--- src/rtl/dircc_processing_mem_arbiter_pkg.sv ---
// Shared types and defaults for the two-requester processing memory arbiter.
package dircc_processing_mem_arbiter_pkg;

    localparam int unsigned DEF_ADDR_W    = 14;
    localparam int unsigned DEF_DATA_W    = 16;
    localparam int unsigned DEF_NUM_WORDS = 15000;

    typedef enum logic {
        RID_M0 = 1'b0,
        RID_M1 = 1'b1
    } req_id_t;

    typedef struct packed {
        logic    valid;
        req_id_t id;
        logic    oor;
    } pend_rd_t;

    localparam pend_rd_t PEND_IDLE = '{valid: 1'b0, id: RID_M0, oor: 1'b0};

    function automatic logic addr_oor(input logic [31:0] addr, input int unsigned num_words);
        return addr >= num_words;
    endfunction

endpackage

--- src/rtl/dircc_rr_arbiter2.sv ---
// Two-way round-robin arbiter: combinational grant, pointer moves past each winner.
module dircc_rr_arbiter2
    import dircc_processing_mem_arbiter_pkg::*;
(
    input  logic       clk,
    input  logic       reset,
    input  logic [1:0] req,
    output logic [1:0] grant,
    output req_id_t    grant_id
);

    req_id_t ptr;

    // A lone requester wins regardless of the pointer; the pointer only breaks ties.
    always_comb begin
        grant_id = RID_M0;
        if (req == 2'b11) begin
            grant_id = ptr;
        end else if (req[1]) begin
            grant_id = RID_M1;
        end
        grant = '0;
        if (!reset && (req != 2'b00)) begin
            grant = (grant_id == RID_M1) ? 2'b10 : 2'b01;
        end
    end

    always_ff @(posedge clk) begin
        if (reset) begin
            ptr <= RID_M0;
        end else if (grant != 2'b00) begin
            ptr <= (grant_id == RID_M1) ? RID_M0 : RID_M1;
        end
    end

endmodule

--- src/rtl/dircc_processing_mem_arbiter.sv ---
// Shares one single-cycle-latency memory port between two requesters, with
// out-of-range filtering and a sticky error flag.
module dircc_processing_mem_arbiter
    import dircc_processing_mem_arbiter_pkg::*;
#(
    parameter int unsigned ADDR_W    = DEF_ADDR_W,
    parameter int unsigned DATA_W    = DEF_DATA_W,
    parameter int unsigned NUM_WORDS = DEF_NUM_WORDS
) (
    input  logic                  clk,
    input  logic                  reset,

    input  logic [ADDR_W-1:0]     m0_address,
    input  logic                  m0_read,
    input  logic                  m0_write,
    input  logic [DATA_W-1:0]     m0_writedata,
    input  logic [DATA_W/8-1:0]   m0_byteenable,
    output logic                  m0_waitrequest,
    output logic [DATA_W-1:0]     m0_readdata,
    output logic                  m0_readdatavalid,

    input  logic [ADDR_W-1:0]     m1_address,
    input  logic                  m1_read,
    input  logic                  m1_write,
    input  logic [DATA_W-1:0]     m1_writedata,
    input  logic [DATA_W/8-1:0]   m1_byteenable,
    output logic                  m1_waitrequest,
    output logic [DATA_W-1:0]     m1_readdata,
    output logic                  m1_readdatavalid,

    output logic [ADDR_W-1:0]     mem_address,
    output logic [DATA_W/8-1:0]   mem_byteenable,
    output logic [DATA_W-1:0]     mem_writedata,
    output logic                  mem_chipselect,
    output logic                  mem_write,
    output logic                  mem_clken,
    input  logic [DATA_W-1:0]     mem_readdata,

    output logic                  err_oor,
    input  logic                  err_clear
);

    localparam int unsigned BE_W = DATA_W / 8;

    logic [1:0]        req;
    logic [1:0]        grant;
    req_id_t           grant_id;

    logic              granted;
    logic              fwd;
    logic              sel_write;
    logic              sel_oor;
    logic [ADDR_W-1:0] sel_addr;
    logic [BE_W-1:0]   sel_be;
    logic [DATA_W-1:0] sel_wdata;

    pend_rd_t          pend_q;
    logic              err_q;
    logic              rd_live;
    logic [DATA_W-1:0] rd_data;

    // Read+write together counts as a write, so either strobe is a request.
    assign req = {m1_read | m1_write, m0_read | m0_write};

    dircc_rr_arbiter2 u_arb (
        .clk      (clk),
        .reset    (reset),
        .req      (req),
        .grant    (grant),
        .grant_id (grant_id)
    );

    always_comb begin
        granted = |grant;
        if (grant_id == RID_M1) begin
            sel_addr  = m1_address;
            sel_be    = m1_byteenable;
            sel_wdata = m1_writedata;
            sel_write = m1_write;
        end else begin
            sel_addr  = m0_address;
            sel_be    = m0_byteenable;
            sel_wdata = m0_writedata;
            sel_write = m0_write;
        end
        sel_oor = addr_oor(32'(sel_addr), NUM_WORDS);
        fwd     = granted & ~sel_oor;
    end

    assign m0_waitrequest = reset | (req[0] & ~grant[0]);
    assign m1_waitrequest = reset | (req[1] & ~grant[1]);

    // Out-of-range requests are accepted but never reach the memory.
    assign mem_chipselect = fwd;
    assign mem_write      = fwd & sel_write;
    assign mem_address    = fwd ? sel_addr  : '0;
    assign mem_byteenable = fwd ? sel_be    : '0;
    assign mem_writedata  = fwd ? sel_wdata : '0;
    assign mem_clken      = ~reset & (granted | pend_q.valid);

    always_ff @(posedge clk) begin
        if (reset) begin
            pend_q <= PEND_IDLE;
            err_q  <= 1'b0;
        end else begin
            pend_q <= '{valid: granted & ~sel_write, id: grant_id, oor: sel_oor};
            err_q  <= (granted & sel_oor) | (err_q & ~err_clear);
        end
    end

    // Gating with reset drops a read that was in flight when reset arrived.
    assign rd_live          = ~reset & pend_q.valid;
    assign rd_data          = pend_q.oor ? '0 : mem_readdata;
    assign m0_readdatavalid = rd_live & (pend_q.id == RID_M0);
    assign m1_readdatavalid = rd_live & (pend_q.id == RID_M1);
    assign m0_readdata      = m0_readdatavalid ? rd_data : '0;
    assign m1_readdata      = m1_readdatavalid ? rd_data : '0;

    assign err_oor = err_q & ~reset;

endmodule

--- config.mk ---
export PLATFORM = sky130hd
export DESIGN_NAME = dircc_processing_mem_arbiter
export DESIGN_NICKNAME = d
export VERILOG_FILES = /design/src/rtl/dircc_processing_mem_arbiter_pkg.sv /design/src/rtl/dircc_rr_arbiter2.sv /design/src/rtl/dircc_processing_mem_arbiter.sv
export SDC_FILE = /design/constraint.sdc
export NUM_CORES = 1
export LEC_CHECK = 0
export CAP_MARGIN = 20
export CORE_ASPECT_RATIO = 0.9
export CORE_MARGIN = 3
export CORE_UTILIZATION = 26
export CTS_BUF_LIST = sky130_fd_sc_hd__clkbuf_8
export CTS_CLUSTER_DIAMETER = 80
export DETAILED_ROUTE_END_ITERATION = 7
export PLACE_DENSITY = 0.84
export SETUP_SLACK_MARGIN = 0.15
export SLEW_MARGIN = 20
export SYNTH_ARGS = -nofsm -noshare
export SYNTH_HDL_FRONTEND = slang
export SYNTH_SLANG_ARGS = --single-unit
--- constraint.sdc ---
create_clock -name clk -period 2.2 [get_ports clk]
set_input_delay 0.44 -clock clk [delete_from_list [all_inputs] [get_ports clk]]
set_output_delay 0.44 -clock clk [all_outputs]
set_load 0.03 [all_outputs]
### Word-level counts from Yosys, hierarchy flattened

Cells that the tools add are included.
W data, S select, Z words.

* output and inout bits: 72
* flip-flop bits (word level): 5

* muxes and demuxes: 15
* reduce and logical (&&, ||, !) cells: 5
* equality and inequality tests: 1
* order comparisons: 1
* bitwise logic cells: 25

Operators with widths (number)
* $mux W16: 5
* $mux W14: 2
* $ge A14 B14 Y1 const B: 1
* $and A1 B1 Y1: 12
* $mux W2: 4
* $not A1 Y1: 7
* $or A1 B1 Y1: 6
* $mux W1: 4
* $reduce_bool A2 Y1: 2
* $eq A2 B2 Y1 const B: 1
* $reduce_or A2 Y1: 1
* $logic_and A1 B1 Y1: 1
* $logic_not A1 Y1: 1

### Logic depth before layout (Yosys ltp)

* depth after elaboration: 8
* depth in mapped cells: 6
* mapped depth without buffers: 5

### Hierarchy

Synthesis repeated with hierarchy kept, for this count alone.

* cell total of the unflattened synthesis: 188
* area total of the unflattened synthesis: 1320.0 µm²

Modules (own cells, without submodules)
* dircc_processing_mem_arbiter: sequential area each 80.1 µm², area an instance 1256.2 µm², cells each 180, times used 1
* dircc_rr_arbiter2: sequential area each 20.0 µm², area an instance 63.8 µm², cells each 8, times used 1

### Worst setup path after synthesis

OpenSTA, ideal clock, no wires.

* path type: input -> output
* start point: input m1_address[6]
* end point: output mem_address[8]
* stages: 6
* path buffers: 1
* data required time: 1.760 ns
* setup slack: 0.054 ns
* arrival time: 1.706 ns
* cell sequence: nor4_2 -> a22oi_2 -> a21oi_4 -> buf_8 -> a22oi_1 -> nor2_1

* cells in the longest elaborated chain, start to end: 5

RTL lines
* start, declared: line dircc_processing_mem_arbiter.sv:22 `input logic [ADDR_W-1:0] m1_address,`
* $mux W14: line dircc_processing_mem_arbiter.sv:75 `if (grant_id == RID_M1) begin`
* $ge A14 B14 Y1: line dircc_processing_mem_arbiter_pkg.sv:22 `return addr >= num_words;`
* $not A1 Y1: line dircc_processing_mem_arbiter.sv:87 `fwd = granted & ~sel_oor;`
* $and A1 B1 Y1: line dircc_processing_mem_arbiter.sv:87
* $mux W14: line dircc_processing_mem_arbiter.sv:96 `assign mem_address = fwd ? sel_addr : '0;`
* end, declared: line dircc_processing_mem_arbiter.sv:31 `output logic [ADDR_W-1:0] mem_address,`

Every way passes these cells.

### Final worst setup path

* start point: input m1_address[8]
* end point: output mem_writedata[12]

* cells in the longest elaborated chain, start to end: 5

RTL lines
* $mux W14: line dircc_processing_mem_arbiter.sv:75
* $ge A14 B14 Y1: line dircc_processing_mem_arbiter_pkg.sv:22
* $not A1 Y1: line dircc_processing_mem_arbiter.sv:87
* $and A1 B1 Y1: line dircc_processing_mem_arbiter.sv:87
* $mux W16: line dircc_processing_mem_arbiter.sv:98 `assign mem_writedata = fwd ? sel_wdata : '0;`
* end, declared: line dircc_processing_mem_arbiter.sv:33 `output logic [DATA_W-1:0] mem_writedata,`

Every way passes these cells.

==> impl_metrics.yaml <==
outcome:
  outcome: "complete, but fails checks"
  violations: "setup timing"
clocking:
  cts_tree: "done"
  htreeDepth: 1
  ctsHoldBuffers: 0
  clkTransAtPathRegs_ps: 30
  cts-root-buf: "clkbuf_8"
  clock_sinks: 5
  clk_path_buf_depth: 2
  cts_buffers: 3
  clk_latency_ps: 220
worst_setup_path:
  critical_path_class: "primary input to primary output"
  ff2ff_setup_slack_ps: 820
  path_max_fanout: 5
  start_kind: "primary input"
  r2r_start: "u_arb.ptr$_SDFFE_PP0P_"
  crit_path_end_kind: "primary output"
  critPathRequiredTime_ps: 1760
  rr_endpoint: "err_q$_SDFF_PP0_"
  r2r_cells: 7
  arrival_ps: 1960
synth:
  netlist_area_sq_um: 1200
  yosysTopAreaCellShare_pct: 20.9
  synth_commonest_cells: "53 x nor2_1, 20 x a22oi_2, 18 x nand2b_1, 16 x nor2_2, 13 x a22oi_1"
  yosys_warnings: 0
  syn_area_per_cell_sq_um: 6.73
  ys_ff_latch: 5
  synth.area.top_cells: "a22oi_2 21%, nor2_1 17%, nand2b_1 9.4%, dfxtp_1 8.4%, nor2_2 8.4%"
  postSynthCellCount: 178
  synth_edf_count: 0
  synth_ff_type: "dfxtp_1"
  synth_cell_types: 31
  async_flop_share_pct: 0
  synth_largest_area_cell: "a22oi_2"
  syn_nets: 265
  yosys.cell_count.top_type: "nor2_1"
  seq_area_frac_synth_pct: 8.35
pwr:
  peakVddDrop_mv: 0.469
  leakagePower_nw: 1.70
  power_mw: 1.36
  pwr_density_cell_nw_per_um2: 358
detailed_routing:
  drtAntennaViolNets: 0
  wirelength_mm: 9.45
  wl_per_cell_microns: 21.1
  vias: 2335
  viasPerCell: 5.20
  drtIter0Drc: 114
  dr.pass1.iters: 4
  drc: 0
grt:
  grt_pass1_vias: 2438
  grt_pass1_wl_mm: 13.6
  grtUsageTotal_pct: 31.8
  grt-ovfl-total: 0
  grt_start_max_net_pins: 18
  antenna_found_initial: 1
hold_path:
  hold_depth: 4
  hold_class: "primary input to flip-flop"
  min_from: "m0_read"
  whs_endpoint: "u_arb.ptr$_SDFFE_PP0P_"
cells_and_area:
  drive_above_1_share_pct: 63.4
  fin_util_pct: 89.1
  n_fill_cell: 168
  multi_input_area_sq_um: 1240
  finalInstanceArea_sq_um: 3800
  seq_area_sq_um: 104
  areaGrowthSynthToFinish_pct: 217
  nets: 476
sta:
  worst_pin_slew_ps: 436
  clock.fmax_mhz: 417
  worst_clock_skew_ps: 5.55
  setup_viol: 27
  holdWs_ps: 615
  period_minus_slack_ps: 2400
  rsz0062_at_grt: "true"
  slew_headroom_pct: 70.9
  hold_violations: 0
  slew_viol_final: 0
  setup_slack_ps: -199
  period_share_pct: 109
floorplanning:
  rows: 22
  die_x_microns: 77.6
  chipHeight_microns: 70.4
  dieArea_sq_um: 5460
  core_area_sq_um: 4270
  start_util_pct: 28.1
  ioPinCount: 159
placed_design:
  portBuffers: 158
  dpl_cell_area_sq_um: 2980
  place_hpwl_mm: 5.08
  place.gp.congestion: 0.802
job:
  drv_cap: 0
==> kinds of logic (layout without fill, tap and decap cells) <==
logic type / count (synthesis) / after routing / share of synthesized area (%)
simple gates: 107 / 107 / 43.9
compound gates: 47 / 47 / 38.1
buf+inv: 19 / 229 / 9.60
flops: 5 / 5 / 8.35
other cells: 0 / 1 / 0
==> stage by stage <==
| stage | setup slack (ps) | setup TNS, ps | std cells |
|---|---|---|---|
| 2_1_floorplan | 174 | 0 | 178 |
| 3_3_place_gp | -353 | -10670 | 416 |
| 3_5_place_dp | -364 | -11330 | 416 |
| 4_1_cts | -89.0 | -347 | 444 |
| 5_1_grt | -259 | -5430 | 449 |
| 6_report | -199 | -3460 | 449 |
==> cells in the final DEF (no fill, tap or decap), types with 3 or more instances in the layout <==
master           netlist  routed
a22oi_2               20      33
buf_12                 0      10
buf_16                 0       7
buf_2                  2       7
buf_4                  2      65
buf_6                  3      54
buf_8                  1       6
clkbuf_8               0       3
clkdlybuf4s15_2        0       4
clkdlybuf4s50_1        0      59
dfxtp_1                5       4
dlygate4sd2_1          0       4
inv_1                  6       6
nand2_1                7       4
nand2b_1              18      17
nor2_1                53      34
nor2_2                16      33
==> sequential cells by signal (all words and copies together) (netlist names) <==
signal     count
pend_q         3
err_q          1
u_arb.ptr      1
==> metal layers <==
layer	share of wire, %	global-route usage, %	wire (microns)	vias up
met5	0	0	0	-
met4	4.7	14.6	447	0
met3	5.8	4.77	552	38
met2	55	62.9	5210	129
met1	34	32.1	3240	1123
li1	-	-	-	1045
==> worst max path at each step <==
stage,from,end,slack [ps],cells past startpoint
after detailed placement,m1_address[8],mem_address[13],-360,8
after global routing,m1_address[5],mem_writedata[3],-260,11
after floorplan,m1_address[6],mem_writedata[10],170,6
after CTS,m1_address[10],mem_writedata[14],-90,11
after global placement,m1_address[8],mem_writedata[15],-350,8
final,m1_address[8],mem_writedata[12],-200,11
==> worst max-delay path: stages <==
cell     delay (ps)
buf_2           170
o21ai_2         100
a22oi_2         250
a21oi_4         100
buf_4           140
buf_6           120
buf_12          120
buf_16          130
a22oi_2         200
nor2_2           60
buf_6           130
==> what timing repair did <==
action | in CTS | in global routing
gates cloned | 8 | 0
hold endpoints to repair | 0 | 0
endpoints found under the setup margin | 71 | 65
resized for setup | 185 | 26
pin swaps | 45 | 23
buffers inserted | 16 | 4
==> power by group <==
group / switching, mW / internal, mW / total [mW]
clock network: 0.0480 / 0.120 / 0.168
logic: 0.513 / 0.576 / 1.09
registers: 0.00739 / 0.0969 / 0.104
==> final cells by class <==
type	count	area share (%)
Antenna cell	1	0.0659
Clock buffer	3	1.09
Clock inverter	1	0.0988
Inverter	6	0.593
Multi-Input combinational cell	154	32.7
Sequential cell	5	2.73
Tap cell	60	1.98
Timing Repair Buffer	219	60.8
(Power assumes the default switching activity.)
